**src/rtl/spi_cfg_master_if.sv**
```systemverilog
// spi_cfg_master_if: request, config-register and SPI pin bundle for spi_cfg_master.
interface spi_cfg_master_if;
    logic        start_i;
    logic        trig_req_i;
    logic [7:0]  adsr_ai_i;
    logic [7:0]  adsr_di_i;
    logic [7:0]  adsr_s_i;
    logic [7:0]  adsr_ri_i;
    logic [11:0] osc_count_i;
    logic [7:0]  filter_a_i;
    logic [7:0]  filter_b_i;
    logic        busy_o;
    logic        done_o;
    logic        spi_clk_o;
    logic        spi_mosi_o;
    logic        spi_nss_o;
    modport master (
        output start_i, trig_req_i, adsr_ai_i, adsr_di_i, adsr_s_i, adsr_ri_i,
               osc_count_i, filter_a_i, filter_b_i,
        input  busy_o, done_o, spi_clk_o, spi_mosi_o, spi_nss_o
    );
    modport slave (
        input  start_i, trig_req_i, adsr_ai_i, adsr_di_i, adsr_s_i, adsr_ri_i,
               osc_count_i, filter_a_i, filter_b_i,
        output busy_o, done_o, spi_clk_o, spi_mosi_o, spi_nss_o
    );
endinterface

```
**src/rtl/spi_cfg_master.sv**
```systemverilog
// spi_cfg_master: uploads the synth config set and trigger commands as 16-bit {addr,data} SPI mode-0 frames.
// Define SPI_AUTO_TRIG_EN to append a trigger frame (0x0801) to every config upload.
module spi_cfg_master #(
    parameter int CLK_DIV = 4
) (
    input logic             clk,
    input logic             rstn,
    spi_cfg_master_if.slave bus
);
    typedef enum logic [2:0] {IDLE, LEAD, SHIFT, TRAIL, GAP} state_t;
`ifdef SPI_AUTO_TRIG_EN
    localparam logic AUTO_TRIG = 1'b1;
`else
    localparam logic AUTO_TRIG = 1'b0;
`endif
    localparam logic [3:0] TRIG_FRM = 4'd8;
    state_t      state_q;
    logic [7:0]  cnt_q;
    logic [3:0]  bit_q;
    logic [3:0]  frm_q;
    logic [15:0] sr_q;
    logic [7:0]  ai_q, di_q, s_q, ri_q, fa_q, fb_q;
    logic [11:0] osc_q;
    logic        pend_q, busy_q, done_q, sclk_q, mosi_q, nss_q;
    logic        pend_d;
    logic        tick, more, consume;
    logic [3:0]  nxt_frm;
    logic [7:0]  nxt_data;
    logic [15:0] ld_word;
    // frm_q doubles as the frame address: 0..7 config registers, 8 trigger
    always_comb begin
        tick     = cnt_q == 8'(CLK_DIV - 1);
        nxt_frm  = frm_q < 4'd7 ? frm_q + 4'd1 : TRIG_FRM;
        more     = frm_q < 4'd7 || (frm_q == 4'd7 && (AUTO_TRIG || pend_q)) || (frm_q == TRIG_FRM && pend_q);
        nxt_data = nxt_frm == 4'd1 ? di_q :
                   nxt_frm == 4'd2 ? s_q :
                   nxt_frm == 4'd3 ? ri_q :
                   nxt_frm == 4'd4 ? osc_q[7:0] :
                   nxt_frm == 4'd5 ? {4'h0, osc_q[11:8]} :
                   nxt_frm == 4'd6 ? fa_q :
                   nxt_frm == 4'd7 ? fb_q : 8'h01;
        ld_word  = state_q == IDLE ? (bus.start_i ? {8'h00, bus.adsr_ai_i} : {4'h0, TRIG_FRM, 8'h01})
                                   : {4'h0, nxt_frm, nxt_data};
        consume  = state_q == GAP && tick && bit_q[0] && more && nxt_frm == TRIG_FRM;
        pend_d   = state_q == IDLE ? bus.start_i && (pend_q || bus.trig_req_i)
                                   : (pend_q && !consume) || bus.trig_req_i;
    end
    always_ff @(posedge clk or negedge rstn) begin
        if (!rstn) begin
            state_q <= IDLE;
            cnt_q   <= '0;
            bit_q   <= '0;
            frm_q   <= '0;
            sr_q    <= '0;
            ai_q    <= '0;
            di_q    <= '0;
            s_q     <= '0;
            ri_q    <= '0;
            osc_q   <= '0;
            fa_q    <= '0;
            fb_q    <= '0;
            pend_q  <= 1'b0;
            busy_q  <= 1'b0;
            done_q  <= 1'b0;
            sclk_q  <= 1'b0;
            mosi_q  <= 1'b0;
            nss_q   <= 1'b1;
        end else begin
            done_q <= 1'b0;
            pend_q <= pend_d;
            cnt_q  <= state_q == IDLE || tick ? '0 : cnt_q + 8'd1;
            case (state_q)
                IDLE: if (bus.start_i || bus.trig_req_i || pend_q) begin
                    state_q <= LEAD;
                    busy_q  <= 1'b1;
                    nss_q   <= 1'b0;
                    frm_q   <= bus.start_i ? 4'd0 : TRIG_FRM;
                    sr_q    <= ld_word;
                    mosi_q  <= ld_word[15];
                    if (bus.start_i) begin
                        ai_q  <= bus.adsr_ai_i;
                        di_q  <= bus.adsr_di_i;
                        s_q   <= bus.adsr_s_i;
                        ri_q  <= bus.adsr_ri_i;
                        osc_q <= bus.osc_count_i;
                        fa_q  <= bus.filter_a_i;
                        fb_q  <= bus.filter_b_i;
                    end
                end
                LEAD: if (tick) begin
                    state_q <= SHIFT;
                    sclk_q  <= 1'b1;
                end
                // high half ends on the falling edge, where the next bit is presented
                SHIFT: if (tick) begin
                    if (sclk_q) begin
                        sclk_q <= 1'b0;
                        if (bit_q != 4'd15) begin
                            mosi_q <= sr_q[14];
                            sr_q   <= sr_q << 1;
                        end
                    end else if (bit_q == 4'd15) begin
                        state_q <= TRAIL;
                        bit_q   <= '0;
                    end else begin
                        sclk_q <= 1'b1;
                        bit_q  <= bit_q + 4'd1;
                    end
                end
                TRAIL: if (tick) begin
                    state_q <= GAP;
                    nss_q   <= 1'b1;
                    mosi_q  <= 1'b0;
                end
                // bit_q[0] marks the second of the two gap half-periods
                GAP: if (tick) begin
                    bit_q <= {3'b000, ~bit_q[0]};
                    if (bit_q[0] && more) begin
                        state_q <= LEAD;
                        nss_q   <= 1'b0;
                        frm_q   <= nxt_frm;
                        sr_q    <= ld_word;
                        mosi_q  <= ld_word[15];
                    end else if (bit_q[0]) begin
                        state_q <= IDLE;
                        busy_q  <= 1'b0;
                        done_q  <= 1'b1;
                    end
                end
                default: state_q <= IDLE;
            endcase
        end
    end
    assign bus.busy_o     = busy_q;
    assign bus.done_o     = done_q;
    assign bus.spi_clk_o  = sclk_q;
    assign bus.spi_mosi_o = mosi_q;
    assign bus.spi_nss_o  = nss_q;
endmodule

```
**src/flat_wrapper.sv**
```systemverilog
// flat-port wrapper written by rule: the top's interface ports become plain ports
module spi_cfg_master_flat 
#(
    parameter int CLK_DIV = 4
)
  (clk, rstn, bus_start_i, bus_trig_req_i, bus_adsr_ai_i, bus_adsr_di_i, bus_adsr_s_i, bus_adsr_ri_i, bus_osc_count_i, bus_filter_a_i, bus_filter_b_i, bus_busy_o, bus_done_o, bus_spi_clk_o, bus_spi_mosi_o, bus_spi_nss_o);
  spi_cfg_master_if bus_i ();
  input logic clk;
  input logic rstn;
  input wire logic [$bits(bus_i.start_i)-1:0] bus_start_i;
  input wire logic [$bits(bus_i.trig_req_i)-1:0] bus_trig_req_i;
  input wire logic [$bits(bus_i.adsr_ai_i)-1:0] bus_adsr_ai_i;
  input wire logic [$bits(bus_i.adsr_di_i)-1:0] bus_adsr_di_i;
  input wire logic [$bits(bus_i.adsr_s_i)-1:0] bus_adsr_s_i;
  input wire logic [$bits(bus_i.adsr_ri_i)-1:0] bus_adsr_ri_i;
  input wire logic [$bits(bus_i.osc_count_i)-1:0] bus_osc_count_i;
  input wire logic [$bits(bus_i.filter_a_i)-1:0] bus_filter_a_i;
  input wire logic [$bits(bus_i.filter_b_i)-1:0] bus_filter_b_i;
  output wire logic [$bits(bus_i.busy_o)-1:0] bus_busy_o;
  output wire logic [$bits(bus_i.done_o)-1:0] bus_done_o;
  output wire logic [$bits(bus_i.spi_clk_o)-1:0] bus_spi_clk_o;
  output wire logic [$bits(bus_i.spi_mosi_o)-1:0] bus_spi_mosi_o;
  output wire logic [$bits(bus_i.spi_nss_o)-1:0] bus_spi_nss_o;
  assign bus_i.start_i = bus_start_i;
  assign bus_i.trig_req_i = bus_trig_req_i;
  assign bus_i.adsr_ai_i = bus_adsr_ai_i;
  assign bus_i.adsr_di_i = bus_adsr_di_i;
  assign bus_i.adsr_s_i = bus_adsr_s_i;
  assign bus_i.adsr_ri_i = bus_adsr_ri_i;
  assign bus_i.osc_count_i = bus_osc_count_i;
  assign bus_i.filter_a_i = bus_filter_a_i;
  assign bus_i.filter_b_i = bus_filter_b_i;
  assign bus_busy_o = bus_i.busy_o;
  assign bus_done_o = bus_i.done_o;
  assign bus_spi_clk_o = bus_i.spi_clk_o;
  assign bus_spi_mosi_o = bus_i.spi_mosi_o;
  assign bus_spi_nss_o = bus_i.spi_nss_o;
  spi_cfg_master #(.CLK_DIV(CLK_DIV)) u_core (.clk(clk), .rstn(rstn), .bus(bus_i));
endmodule
```
**config.mk**
```make
export PLATFORM = sky130hd
export DESIGN_NAME = spi_cfg_master_flat
export DESIGN_NICKNAME = d
export VERILOG_FILES = /design/src/rtl/spi_cfg_master_if.sv /design/src/rtl/spi_cfg_master.sv /design/src/flat_wrapper.sv
export SDC_FILE = /design/constraint.sdc
export NUM_CORES = 1
export LEC_CHECK = 0
export CAP_MARGIN = 20
export CORE_ASPECT_RATIO = 1.4
export CORE_MARGIN = 5
export CORE_UTILIZATION = 49
export DETAILED_ROUTE_END_ITERATION = 8
export GPL_ROUTABILITY_DRIVEN = 0
export GPL_TIMING_DRIVEN = 0
export HOLD_SLACK_MARGIN = 0.02
export PLACE_DENSITY = 0.76
export SETUP_SLACK_MARGIN = 0.5
export SYNTH_ARGS = -nofsm -noshare
export SYNTH_HDL_FRONTEND = slang
export SYNTH_SLANG_ARGS = --single-unit
```
**constraint.sdc**
```tcl
create_clock -name clk -period 2.4 [get_ports clk]
set_input_delay 0.48 -clock clk [delete_from_list [all_inputs] [get_ports clk]]
set_output_delay 0.48 -clock clk [all_outputs]
set_load 0.1 [all_outputs]
```
* Word-level counts from Yosys, hierarchy flattened *
Index checks and enable logic that the tools add are counted.

cells by class
  magnitude comparators = 1
  reduce and logical (&&, ||, !) cells = 33
  eq/ne operators = 30
  bitwise operators = 1
  divide/modulo/power cells = 0
  $mul = 0
  shift-type cells = 0
  mux-type cells = 65
  $add $sub $neg = 3

operator list
  cell                                                   count
  two-way mux 15 bit                                     6
  two-way mux 8 bit                                      8
  case mux 15 bit (3 select lines)                       1
  two-way mux 4 bit                                      9
  two-way mux 3 bit                                      9
  two-way mux 12 bit                                     2
  two-way mux 1 bit                                      23
  == test 4 x 3 -> 1 bit, second input constant          5
  inequality test 2 x 1 -> 1 bit, second input constant  8
  case mux 4 bit (2 select lines)                        2
  AND reduction 8 bit                                    2
  case mux 3 bit (5 select lines)                        1
  == test 4 bit, second input constant                   3
  AND reduction 5 bit                                    2
  logical AND 1 bit                                      9
  adder 4 x 1 -> 4 bit, second input constant            2
  adder 8 x 1 -> 8 bit, second input constant            1
  == test 4 x 2 -> 1 bit, second input constant          2
  == test 8 x 2 -> 1 bit, second input constant          1
  inequality test 2 bit, second input constant           4
  AND reduction 4 bit                                    2
  logical OR 1 bit                                       7
  AND reduction 7 bit                                    1
  == test 3 x 2 -> 1 bit, second input constant          2
  16 further kinds                                       21

word-level totals
  input bits = 64
  bits in registers = 92
  latch bits = 0
  ROM bits = 0
  RAM bits = 0
  memories = 0

* Longest topological paths before layout *
Gate-level depths: netlist of run 1.

  depth after elaboration = 14
  mapped depth = 10
  mapped depth without buffers = 8

* Worst setup path before layout of run 1 *
OpenSTA, ideal clock, no wires.

  path kind = register -> register
  from = register u_core.frm_q[0]
  to = register u_core.sr_q[0]
  slack = -0.022 ns
  path buffers = 3
  data required time = 2.290 ns
  stages on the path, launching flop included = 10
  data arrival time = 2.311 ns
  cell sequence = dfrtp_1 -> clkinv_1 -> ha_1 -> clkbuf_1 -> clkbuf_1 -> clkbuf_1 -> o21ai_0 -> o21ai_0 -> a221oi_1 -> o41ai_1

on the way
  longest elaborated chain between the ends = 14

RTL lines
  what                                                                 line                                        source
  start, declared                                                      spi_cfg_master.sv:20                        logic [3:0] frm_q;
  start signal, assigned                                               spi_cfg_master.sv:77                        frm_q <= bus.start_i ? 4'd0 : TRIG_FRM;
  start signal, assigned                                               spi_cfg_master.sv:121                       frm_q <= nxt_frm;
  adder 4 x 1 -> 4 bit or < comparator 4 x 3 -> 1 bit (tied branches)  spi_cfg_master.sv:33, spi_cfg_master.sv:34
  two-way mux 4 bit                                                    spi_cfg_master.sv:33                        nxt_frm = frm_q < 4'd7 ? frm_q + 4'd1 : TRIG_FRM;
  == test 4 x 3 -> 1 bit                                               spi_cfg_master.sv:41                        nxt_frm == 4'd7 ? fb_q : 8'h01;
  two-way mux 8 bit                                                    spi_cfg_master.sv:41
  two-way mux 8 bit                                                    spi_cfg_master.sv:40                        nxt_frm == 4'd6 ? fa_q :
  two-way mux 8 bit                                                    spi_cfg_master.sv:39                        nxt_frm == 4'd5 ? {4'h0, osc_q[11:8]} :
  two-way mux 8 bit                                                    spi_cfg_master.sv:38                        nxt_frm == 4'd4 ? osc_q[7:0] :
  two-way mux 8 bit                                                    spi_cfg_master.sv:37                        nxt_frm == 4'd3 ? ri_q :
  two-way mux 8 bit                                                    spi_cfg_master.sv:36                        nxt_frm == 4'd2 ? s_q :
  two-way mux 8 bit                                                    spi_cfg_master.sv:35                        nxt_data = nxt_frm == 4'd1 ? di_q :
  two-way mux 12 bit                                                   spi_cfg_master.sv:42                        ld_word = state_q == IDLE ? (bus.start_i ? {8'h00, bus.adsr_ai_i} : {4'h0, TRIG_FRM, 8'h01})
  two-way mux 15 bit                                                   spi_cfg_master.sv:118                       if (bit_q[0] && more) begin
  two-way mux 15 bit                                                   spi_cfg_master.sv:116                       GAP: if (tick) begin
  case mux 15 bit (3 select lines)                                     spi_cfg_master.sv:72                        case (state_q)
  end signal, assigned                                                 spi_cfg_master.sv:78                        sr_q <= ld_word;
  end signal, assigned                                                 spi_cfg_master.sv:100                       sr_q <= sr_q << 1;
  end signal, assigned                                                 spi_cfg_master.sv:122                       sr_q <= ld_word;
  end, declared                                                        spi_cfg_master.sv:21                        logic [15:0] sr_q;

Several ways; a longest one is shown, not always the timed one. The select of a mux whose other input is x is not followed.
A chain may end at the register's enable or synchronous reset.

* Worst setup path in the final report of run 1 *
  from = register u_core.frm_q[0]
  to = register u_core.sr_q[3]

Same word-level chain as after synthesis.

==> run summary, run 1 <==
status = finished clean
final setup vio count = 0
Reg2Reg Setup Slack = 130 ps
largest family of logic cells by synthesized area = compound AO/OA/AOI/OAI gates
clock sinks = 92
design area = 6435 sq um
Core Area = 9407 sq um
CP Cell Sequence = ha_4, or3b_4, a211oi_4, a22oi_1, o31ai_2, a221oi_2, o31ai_1
synthesized flop and latch total = 92
Die H = 125.8 microns
CP max stage cell = dfrtp_2
register area = 2308 sq um
total CTS buffers = 9
CTS clk-pin slew, worst paths = 70 ps
ANT cells = 0
HP Class = flip-flop to flip-flop
Min Clock Period, post-route = 2274 ps
row count = 42
total negative slack = 0 ps
CTS tree = built
post-synth top area share = 48.52%
WP data required = 2650 ps
crit path DAT = 2520 ps
max-slew violation count = 0
number of global-route vias before repair = 4217
Syn Nets = 530
Cell variety after synth = 55
Overall Power = 7345 uW
Post-Synth Adder-Cell Area = 1.919%
Worst-Margin Slew = 651.8 ps
FMAX = 439.7 MHz
hold_ws = 483.5 ps
Worst Clk Skew = 9.224 ps
placed cell areas = 5613 sq um
critical path's largest stage delay = 450 ps
delay-heaviest family, CP = compound AO/OA/AOI/OAI gates
Buffers & Inverters on Critical Path = 0
post-synthesis mux area share = 12.13%
1st-pass router iterations = 8
HPWL Detailed = 8834 microns
area of the multi-input gates = 2421 sq um
Synth Area in Compound Gates = 17.70%
Ys Warns = 0
Async SR Flop Fraction = 100.0%
layout cells sized above 1 = 27.80%
Mapped Cells = 462
Fill cells = 672
number of synthesized flops with an enable pin = 0
Die ar. = 11660 sq um
Antenna Violating Nets Remaining = 0
Max VDD drop = 0.6014 mV
simple-gate share of the synthesized area = 13.84%
initial DRC count = 350
number of H-tree levels = 3
drt drc = 0
Initial Utilization = 49.89%
PortBufs = 67
RSZ-0062 raised after global routing = yes
Clock Root Buffer = clkbuf_16
initial antenna violation count = 0
largest net degree at the start of global routing = 75
total track usage = 22.09%
Vias = 4119
Leak = 0.002658 uW
area grow syn2layout = 37.11%
drt total wl = 13130 microns
startpoint types = flip-flop
largest area contributor in the netlist = dfrtp_1
Most used DFF post-synth = dfrtp_1
XOR/XNOR share of the synthesized area = 1.493%
Layout Utilization = 68.41%
Post-Syn Area per Cell = 10.16 sq um
grt total ovfl = 0
Synth Cell Area = 4693 sq um
first-pass GRT wire length = 20330 microns
sequential area share after synthesis = 49.08%
Clock Latency Late Sink = 350 ps
top cells by area, synth = dfrtp_1, mux2_2, nand2_1
Max Cap Viol = 0
Worst slew margin = 56.55%
fin nets = 635
Die W = 92.72 microns
final hold vios = 0
power density cells = 1141 nW/um^2
Worst Path Max Fanout = 4
critical path class = flip-flop to flip-flop
DR WL/cell = 19.25 microns
number of buffers on the longest clock path = 2
Period Utilization, post-route = 94.77%
Crit. End Element = flip-flop
vias per cell = 6.040
top-level I/O count = 69
through the flow:
stage          worst slack (ps)  instances
3_5_place_dp             -162.4        640
6_report                  125.6        682
4_1_cts                   72.14        671
2_1_floorplan             266.0        462
5_1_grt                   13.12        682
3_3_place_gp              -2774        639
worst reg2reg max path: stages, from the launching register on:
cell	delay, ps
dfrtp_2	450
ha_4	180
or3b_4	400
a211oi_4	300
a22oi_1	160
o31ai_2	300
a221oi_2	120
o31ai_1	270
cell usage after synthesis, drive strengths merged, types with 2 or more instances:
cell type	number
dfrtp	91
nand2	61
mux2	47
o21ai	36
nor2	30
a21oi	21
clkbuf	17
buf	13
inv	13
o31ai	13
a22oi	12
nand3	10
nor3	10
o22ai	6
a31oi	5
nand2b	5
o211ai	5
xor2	5
a221oi	4
and2	4
ha	4
maj3	4
mux2i	4
or3	4
a221o	3
and3	3
nor4	3
xnor2	3
a2111oi	2
a211oi	2
a21boi	2
a32oi	2
nand4	2
nor2b	2
or2	2
or3b	2
state kept, by name (all words and copies together), names as in the netlist:
signal / cells
u_core.bit_q: 4
u_core.bus.busy_o: 1
u_core.bus.done_o: 1
u_core.bus.spi_clk_o: 1
u_core.bus.spi_mosi_o: 1
u_core.bus.spi_nss_o: 1
u_core.cnt_q: 8
u_core.di_q: 8
u_core.fa_q: 8
u_core.fb_q: 8
u_core.frm_q: 4
u_core.osc_q: 12
u_core.pend_q: 1
u_core.ri_q: 8
u_core.s_q: 8
u_core.sr_q: 15
u_core.state_q: 3
layer usage:
layer	vias to the layer above	routed length (microns)	track usage, %
li1	1872	-	-
met1	2010	4916	25.53
met2	188	6688	38.12
met3	49	784	3.341
met4	0	740	13.55
met5	-	0	0
cell type report:
| cell class | count | share of cell area (%) |
|---|---|---|
| buffer | 30 | 4.317 |
| multi-input combinational | 326 | 37.62 |
| timing repair buffer | 94 | 13.98 |
| clock inverter | 5 | 1.556 |
| tap | 110 | 2.139 |
| sequential | 92 | 35.87 |
| inverter | 14 | 0.8944 |
| clock buffer | 11 | 3.617 |
cells by family after synthesis:
kind of cell / after synthesis
muxes: 51
adders and majority gates: 8
buffers and inverters: 44
and+or+nand+nor: 140
AOI/OAI and AO/OA: 119
xor gates and xnor gates: 8
DFF: 92
repair_timing:
action / CTS / global route
endpoints found under the hold margin: 12 / 0
setup endpoints to repair: 80 / 74
pin swaps: 11 / 15
hold buffers: 1 / 0
cloned: 0 / 2
gates resized for setup: 40 / 66
setup buffers: 14 / 9
power by group:
group | internal [uW] | switching [uW]
Combinational | 1440 | 1670
Sequential | 2200 | 440
Clock | 1010 | 585
final timing paths:
path / end / cells past startpoint / start
max: u_core.sr_q[3] / 7 / u_core.frm_q[0]
min: u_core.sr_q[2] / 2 / u_core.sr_q[2]
max reg2reg: u_core.sr_q[3] / 7 / u_core.frm_q[0]
min reg2reg: u_core.sr_q[2] / 2 / u_core.sr_q[2]
max in group asynchronous: u_core.sr_q[11] / 3 / rstn
min in group asynchronous: u_core.bus.done_o / 2 / rstn
placed cells by master, fill, tap and decap left out, drive strengths merged, types with 21 or more instances in the layout:
master         count
buf               43
clkbuf            26
o21ai             36
nand2             61
nor2              30
a21oi             21
clkdlybuf4s50     61
dfrtp             91
mux2              47
Note: power is estimated with default switching activity, not from simulation.
==> run 2, diff against run 1 <==
--- a/config.mk
+++ b/config.mk
@@ -8,12 +8,13 @@
 export CAP_MARGIN = 20
 export CORE_ASPECT_RATIO = 1.4
 export CORE_MARGIN = 5
-export CORE_UTILIZATION = 49
+export CORE_UTILIZATION = 51
+export CTS_BUF_LIST = sky130_fd_sc_hd__clkbuf_4 sky130_fd_sc_hd__clkbuf_8
 export DETAILED_ROUTE_END_ITERATION = 8
 export GPL_ROUTABILITY_DRIVEN = 0
 export GPL_TIMING_DRIVEN = 0
 export HOLD_SLACK_MARGIN = 0.02
-export PLACE_DENSITY = 0.76
+export PLACE_DENSITY = 0.79
 export SETUP_SLACK_MARGIN = 0.5
 export SYNTH_ARGS = -nofsm -noshare
 export SYNTH_HDL_FRONTEND = slang
==> run summary, run 2 (synthesized netlist as in run 1, its figures left out) <==
Max VDD drop = 0.8516 mV
clock sinks = 92
Worst Path Max Fanout = 6
cts hold-fix bufs = 0
Period Utilization, post-route = 95.16%
startpoint types = flip-flop
number of H-tree levels = 3
Worst-Margin Slew = 616.9 ps
Fill cells = 648
Die ar. = 11250 sq um
Min Clock Period, post-route = 2284 ps
Core Area = 9029 sq um
Die W = 91.08 microns
HP Class = input port to asynchronous set/reset pin
total track usage = 23.00%
first-pass GRT wire length = 20480 microns
WP data required = 2650 ps
Reg2Reg Setup Slack = 120 ps
drt drc = 0
PortBufs = 67
top-level I/O count = 69
final cell count without fillers = 679
RSZ-0062 raised after global routing = yes
Die H = 123.5 microns
vias per cell = 6.153
layout cells sized above 1 = 28.85%
Largest register FFs = 15
CTS tree = built
initial DRC count = 357
hold_ws = 114.7 ps
Worst Clk Skew = 10.75 ps
FMAX = 437.9 MHz
Largest regs = u_core.sr_q: 15 flops, u_core.osc_q: 12 flops
fin nets = 635
Largest Register = u_core.sr_q
largest net degree at the start of global routing = 48
Max Cap Viol = 0
power density cells = 1112 nW/um^2
DR WL/cell = 19.67 microns
initial antenna violation count = 0
area grow syn2layout = 35.24%
1st-pass router iterations = 6
max-slew violation count = 0
commonest non-fill, non-tap cell in the layout = dfrtp_1
drt total wl = 13360 microns
total CTS buffers = 9
Antenna Violating Nets Remaining = 0
Vias = 4178
placed cells = 637
number of global-route vias before repair = 4237
crit path DAT = 2540 ps
status = finished clean
Overall Power = 7060 uW
CTS clk-pin slew, worst paths = 100 ps
Clock Latency Late Sink = 370 ps
row count = 41
critical path class = flip-flop to flip-flop
Worst slew margin = 58.87%
Initial Utilization = 51.98%
R2R Path End = u_core.sr_q[3]
number of buffers on the longest clock path = 2
ANT cells = 0
Crit. End Element = flip-flop
most frequent cells in the layout = dfrtp_1, clkdlybuf4s50_1, nand2_1, mux2_2
reg2reg start = u_core.frm_q[0]
final setup vio count = 0
final hold vios = 0
Leak = 0.002619 uW
HPWL Detailed = 8933 microns
Worst R2R Path Depth = 7
Clock Root Buffer = clkbuf_8
grt total ovfl = 0
## run 2: final cells by class
class | instances | area (sq um) | share of cell area, %
multi-input cells | 326 | 2436 | 38.38
inverters | 14 | 57.56 | 0.9068
plain buffers | 30 | 266.5 | 4.199
well taps | 107 | 133.9 | 2.109
repair buffers | 94 | 907.1 | 14.29
flip-flops and latches | 92 | 2307 | 36.35
clock inverters | 7 | 115.1 | 1.814
clock buffers | 9 | 123.9 | 1.952
## run 2: routing by layer
metal / track usage [%] / share of wire [%] / wire length, microns / vias to the layer above
li1: - / - / - / 1865
met1: 26.32 / 37 / 4892 / 2072
met2: 40.79 / 53 / 7033 / 194
met3: 4.504 / 6.0 / 801 / 47
met4: 11.56 / 4.7 / 628 / 0
met5: 0 / 0 / 0 / -
## run 2: worst max-delay path by stage
| stage | cells after the start | from | slack [ps] | end |
|---|---|---|---|---|
| floorplan | 7 | u_core.frm_q[0] | 270 | u_core.sr_q[2] |
| global placement | 1 | rstn | -2760 | u_core.state_q[2] |
| detailed placement | 9 | u_core.frm_q[0] | -170 | u_core.sr_q[1] |
| CTS | 7 | u_core.frm_q[0] | 140 | u_core.sr_q[3] |
| global route | 9 | u_core.frm_q[1] | 40 | u_core.sr_q[1] |
| finish | 7 | u_core.frm_q[0] | 120 | u_core.sr_q[3] |
## run 2: critical path, cell delays in order, from the launching register on
cell and delay [ps]:
dfrtp_2 470, ha_4 190, or3b_4 410, a2111oi_4 320
buf_4 210, o31ai_1 90, a221oi_1 380, o31ai_1 100
## run 2: power breakdown
part           switching, uW  total, uW  internal [uW]
Combinational           1670       3160           1490
Clock                    565       1250            688
Sequential               452       2640           2190
## run 2: what timing repair did
action | in CTS | in global routing
endpoints found under the setup margin | 81 | 74
buffers inserted | 15 | 8
pin swaps | 16 | 16
cloned | 0 | 3
gates resized for setup | 46 | 60
## run 2: metrics by stage
stage	util [%]	cell area [sq um]	worst slack, ps	TNS [ps]
floorplan	-	4780	266.0	0
global placement	61.85	5584	-2760	-223060
detailed placement	62.13	5609	-166.0	-958.7
CTS	67.38	6083	143.7	0
global route	70.30	6347	41.90	0
finish	70.30	6347	116.2	0
==> variant, RTL diff (config.mk and constraints of run 1) <==
Build with the macro `SPI_AUTO_TRIG_EN` defined.
--- a/src/rtl/spi_cfg_master.sv
+++ b/src/rtl/spi_cfg_master.sv
@@ -1,5 +1,7 @@
 // spi_cfg_master: uploads the synth config set and trigger commands as 16-bit {addr,data} SPI mode-0 frames.
 // Define SPI_AUTO_TRIG_EN to append a trigger frame (0x0801) to every config upload.
+`define SPI_AUTO_TRIG_EN
+
 module spi_cfg_master #(
     parameter int CLK_DIV = 4
 ) (
Function: no difference found for any inputs over 10 cycles, from zero or initial values and one cycle with rstn low; that may be too few to reach the edited logic, so the function may still have changed.
==> variant against run 1 <==
  * Final area is 3.2% lower
  * Global-route usage is 1.2 points lower
  * Clock power is 18% lower
  * Worst setup slack better by 0.19 ns
  * Synthesized area is 0.27% lower
  * Sequential cell count stayed put
  * Clock skew is 0.0015 ns higher
  * Power is 2.3% lower
  * Final cell count is 4.8% lower
  * Wire length is 7.2% lower
  * Largest cell class unchanged
==> variant: results (changes against run 1) <==
metric;value;unit;change
outcome;finished, final reports clean;;
setup-violations-final;0;;unchanged
root_buffer;clkbuf_16;;
leakage;2.55;nW;-4.1%
insertion_delay;0.35;ns;about the same
ys_warn_count;0;;unchanged
reg_top3;u_core.sr_q: 15 flops, u_core.osc_q: 12 flops;;
top_layer_used;met4;;
vias_per_cell;5.91;;-2.1%
synth_fa_ha_area_frac;0.0107;;-0.00850
met2_usage;0.373;;-0.00812
synthMuxAreaShare;0.154;;+0.0329
ys_types;56;;+1.8%
use_met3;0.0382;;+0.00477
clock_path_buffers;2;;unchanged
wl_met2;6480;um;-3.1%
drive_gt1_frac;0.312;;+0.0337
hp-class;input port to async pin;;
post_cts_buffers;11;;-3
first_pass_iters;5;;-3
synth_compound_gate_area_share;0.148;;-0.0289
finalClockSkew;0.0107;ns;+0.00146 ns
htreeDepth;3;;unchanged
synth_common_cells;91 x dfrtp_1, 57 x mux2_2, 49 x nand2_1, 33 x o21ai_0, 26 x nor2_1;;
slew-limit-headroom;0.639;;+0.0737
hold_violations;0;;unchanged
seq_area_frac_synth;0.492;;+0.00131
synth_area_leaders;dfrtp_1 49%, mux2_2 14%, nand2_1 3.9%;;
ir_drop;551;uV;-8.5%
grt_start_max_net_pins;64;;-15%
route.met3.wl;603;um;-23%
worstPathArrival;2.36;ns;-0.16 ns
path_clk_slew;0.07;ns;about the same
synth-xor-area-share;0.0150;;+0.0000399
grt_pass1_vias;3969;;-5.9%
dr.first_iter.drc_count;216;;-38%
met1_usage;0.241;;-0.0145
placed_area;5620;um2;+0.16%
synthArstFlopShare;1.00;;unchanged
grt.total_usage;0.209;;-0.0121
grt_pass1_wl;19200;um;-5.6%
post_cts_resized;47;;+18%
antenna_cells;0;;unchanged
syn_nets;509;;-4.0%
antenna_found_initial;0;;unchanged
dpl.hpwl;8670;um;-1.9%
synth-main-ff-cell;dfrtp_1;;
cts_buffers;9;;unchanged
wl_met1;4800;um;-2.3%
path_max_fanout;7;;+3
final_nets;604;;-4.9%
wl_per_cell;18.8;um;-2.4%
io_buffers;68;;+1.5%
## variant: kinds of logic after synthesis
kind of cell | Yosys count
buf+inv | 34
mux | 65
fa+ha+maj | 4
flops | 92
simple gates | 133
compound gates | 105
xor+xnor | 8
## variant: area by class of cell
cell class / count / area, um2
buffer: 28 / 221
clock buffer: 11 / 243
clock inverter: 3 / 25.0
fill: 734 / 3180
inverter: 6 / 37.5
multi-input combinational: 315 / 2410
sequential: 92 / 2310
tap: 110 / 138
timing repair buffer: 84 / 846
## variant: through the flow
stage | instances | worst slack (ns) | hold slack [ns] | setup TNS (ns)
floorplan | 441 | 0.476 | 0.184 | 0
global placement | 619 | -2.84 | 0.459 | -229.31
detailed placement | 620 | -0.0242 | 0.441 | -0.0852
CTS | 646 | 0.326 | 0.0768 | 0
global route | 649 | 0.235 | 0.107 | 0
finish | 649 | 0.317 | 0.0703 | 0
## variant: critical path, cell delays in order, from the launching register on
cell,delay (ns)
dfrtp_1,0.43
nor2_2,0.16
and4_1,0.20
buf_4,0.16
nand4b_1,0.11
a221o_2,0.46
buf_6,0.17
a31o_1,0.19
o21ai_2,0.12
## variant: final timing paths
kind                                   endpoint  depth (start not counted)  slack (ns)             from
hold / removal                u_core.bus.busy_o                          1        0.07             rstn
hold reg to reg                 u_core.sr_q[14]                          2        0.49  u_core.sr_q[14]
min in group clk                u_core.sr_q[14]                          2        0.49  u_core.sr_q[14]
setup reg to reg                 u_core.sr_q[1]                          8        0.32  u_core.cnt_q[2]
max in group asynchronous  u_core.bus.spi_nss_o                          2        1.67             rstn
setup / recovery                 u_core.sr_q[1]                          8        0.32  u_core.cnt_q[2]
## variant: power by group
group          switching (mW)  internal [mW]
registers               0.441           2.21
logic                    1.67           1.53
clock network           0.600          0.723
total                    2.71           4.47
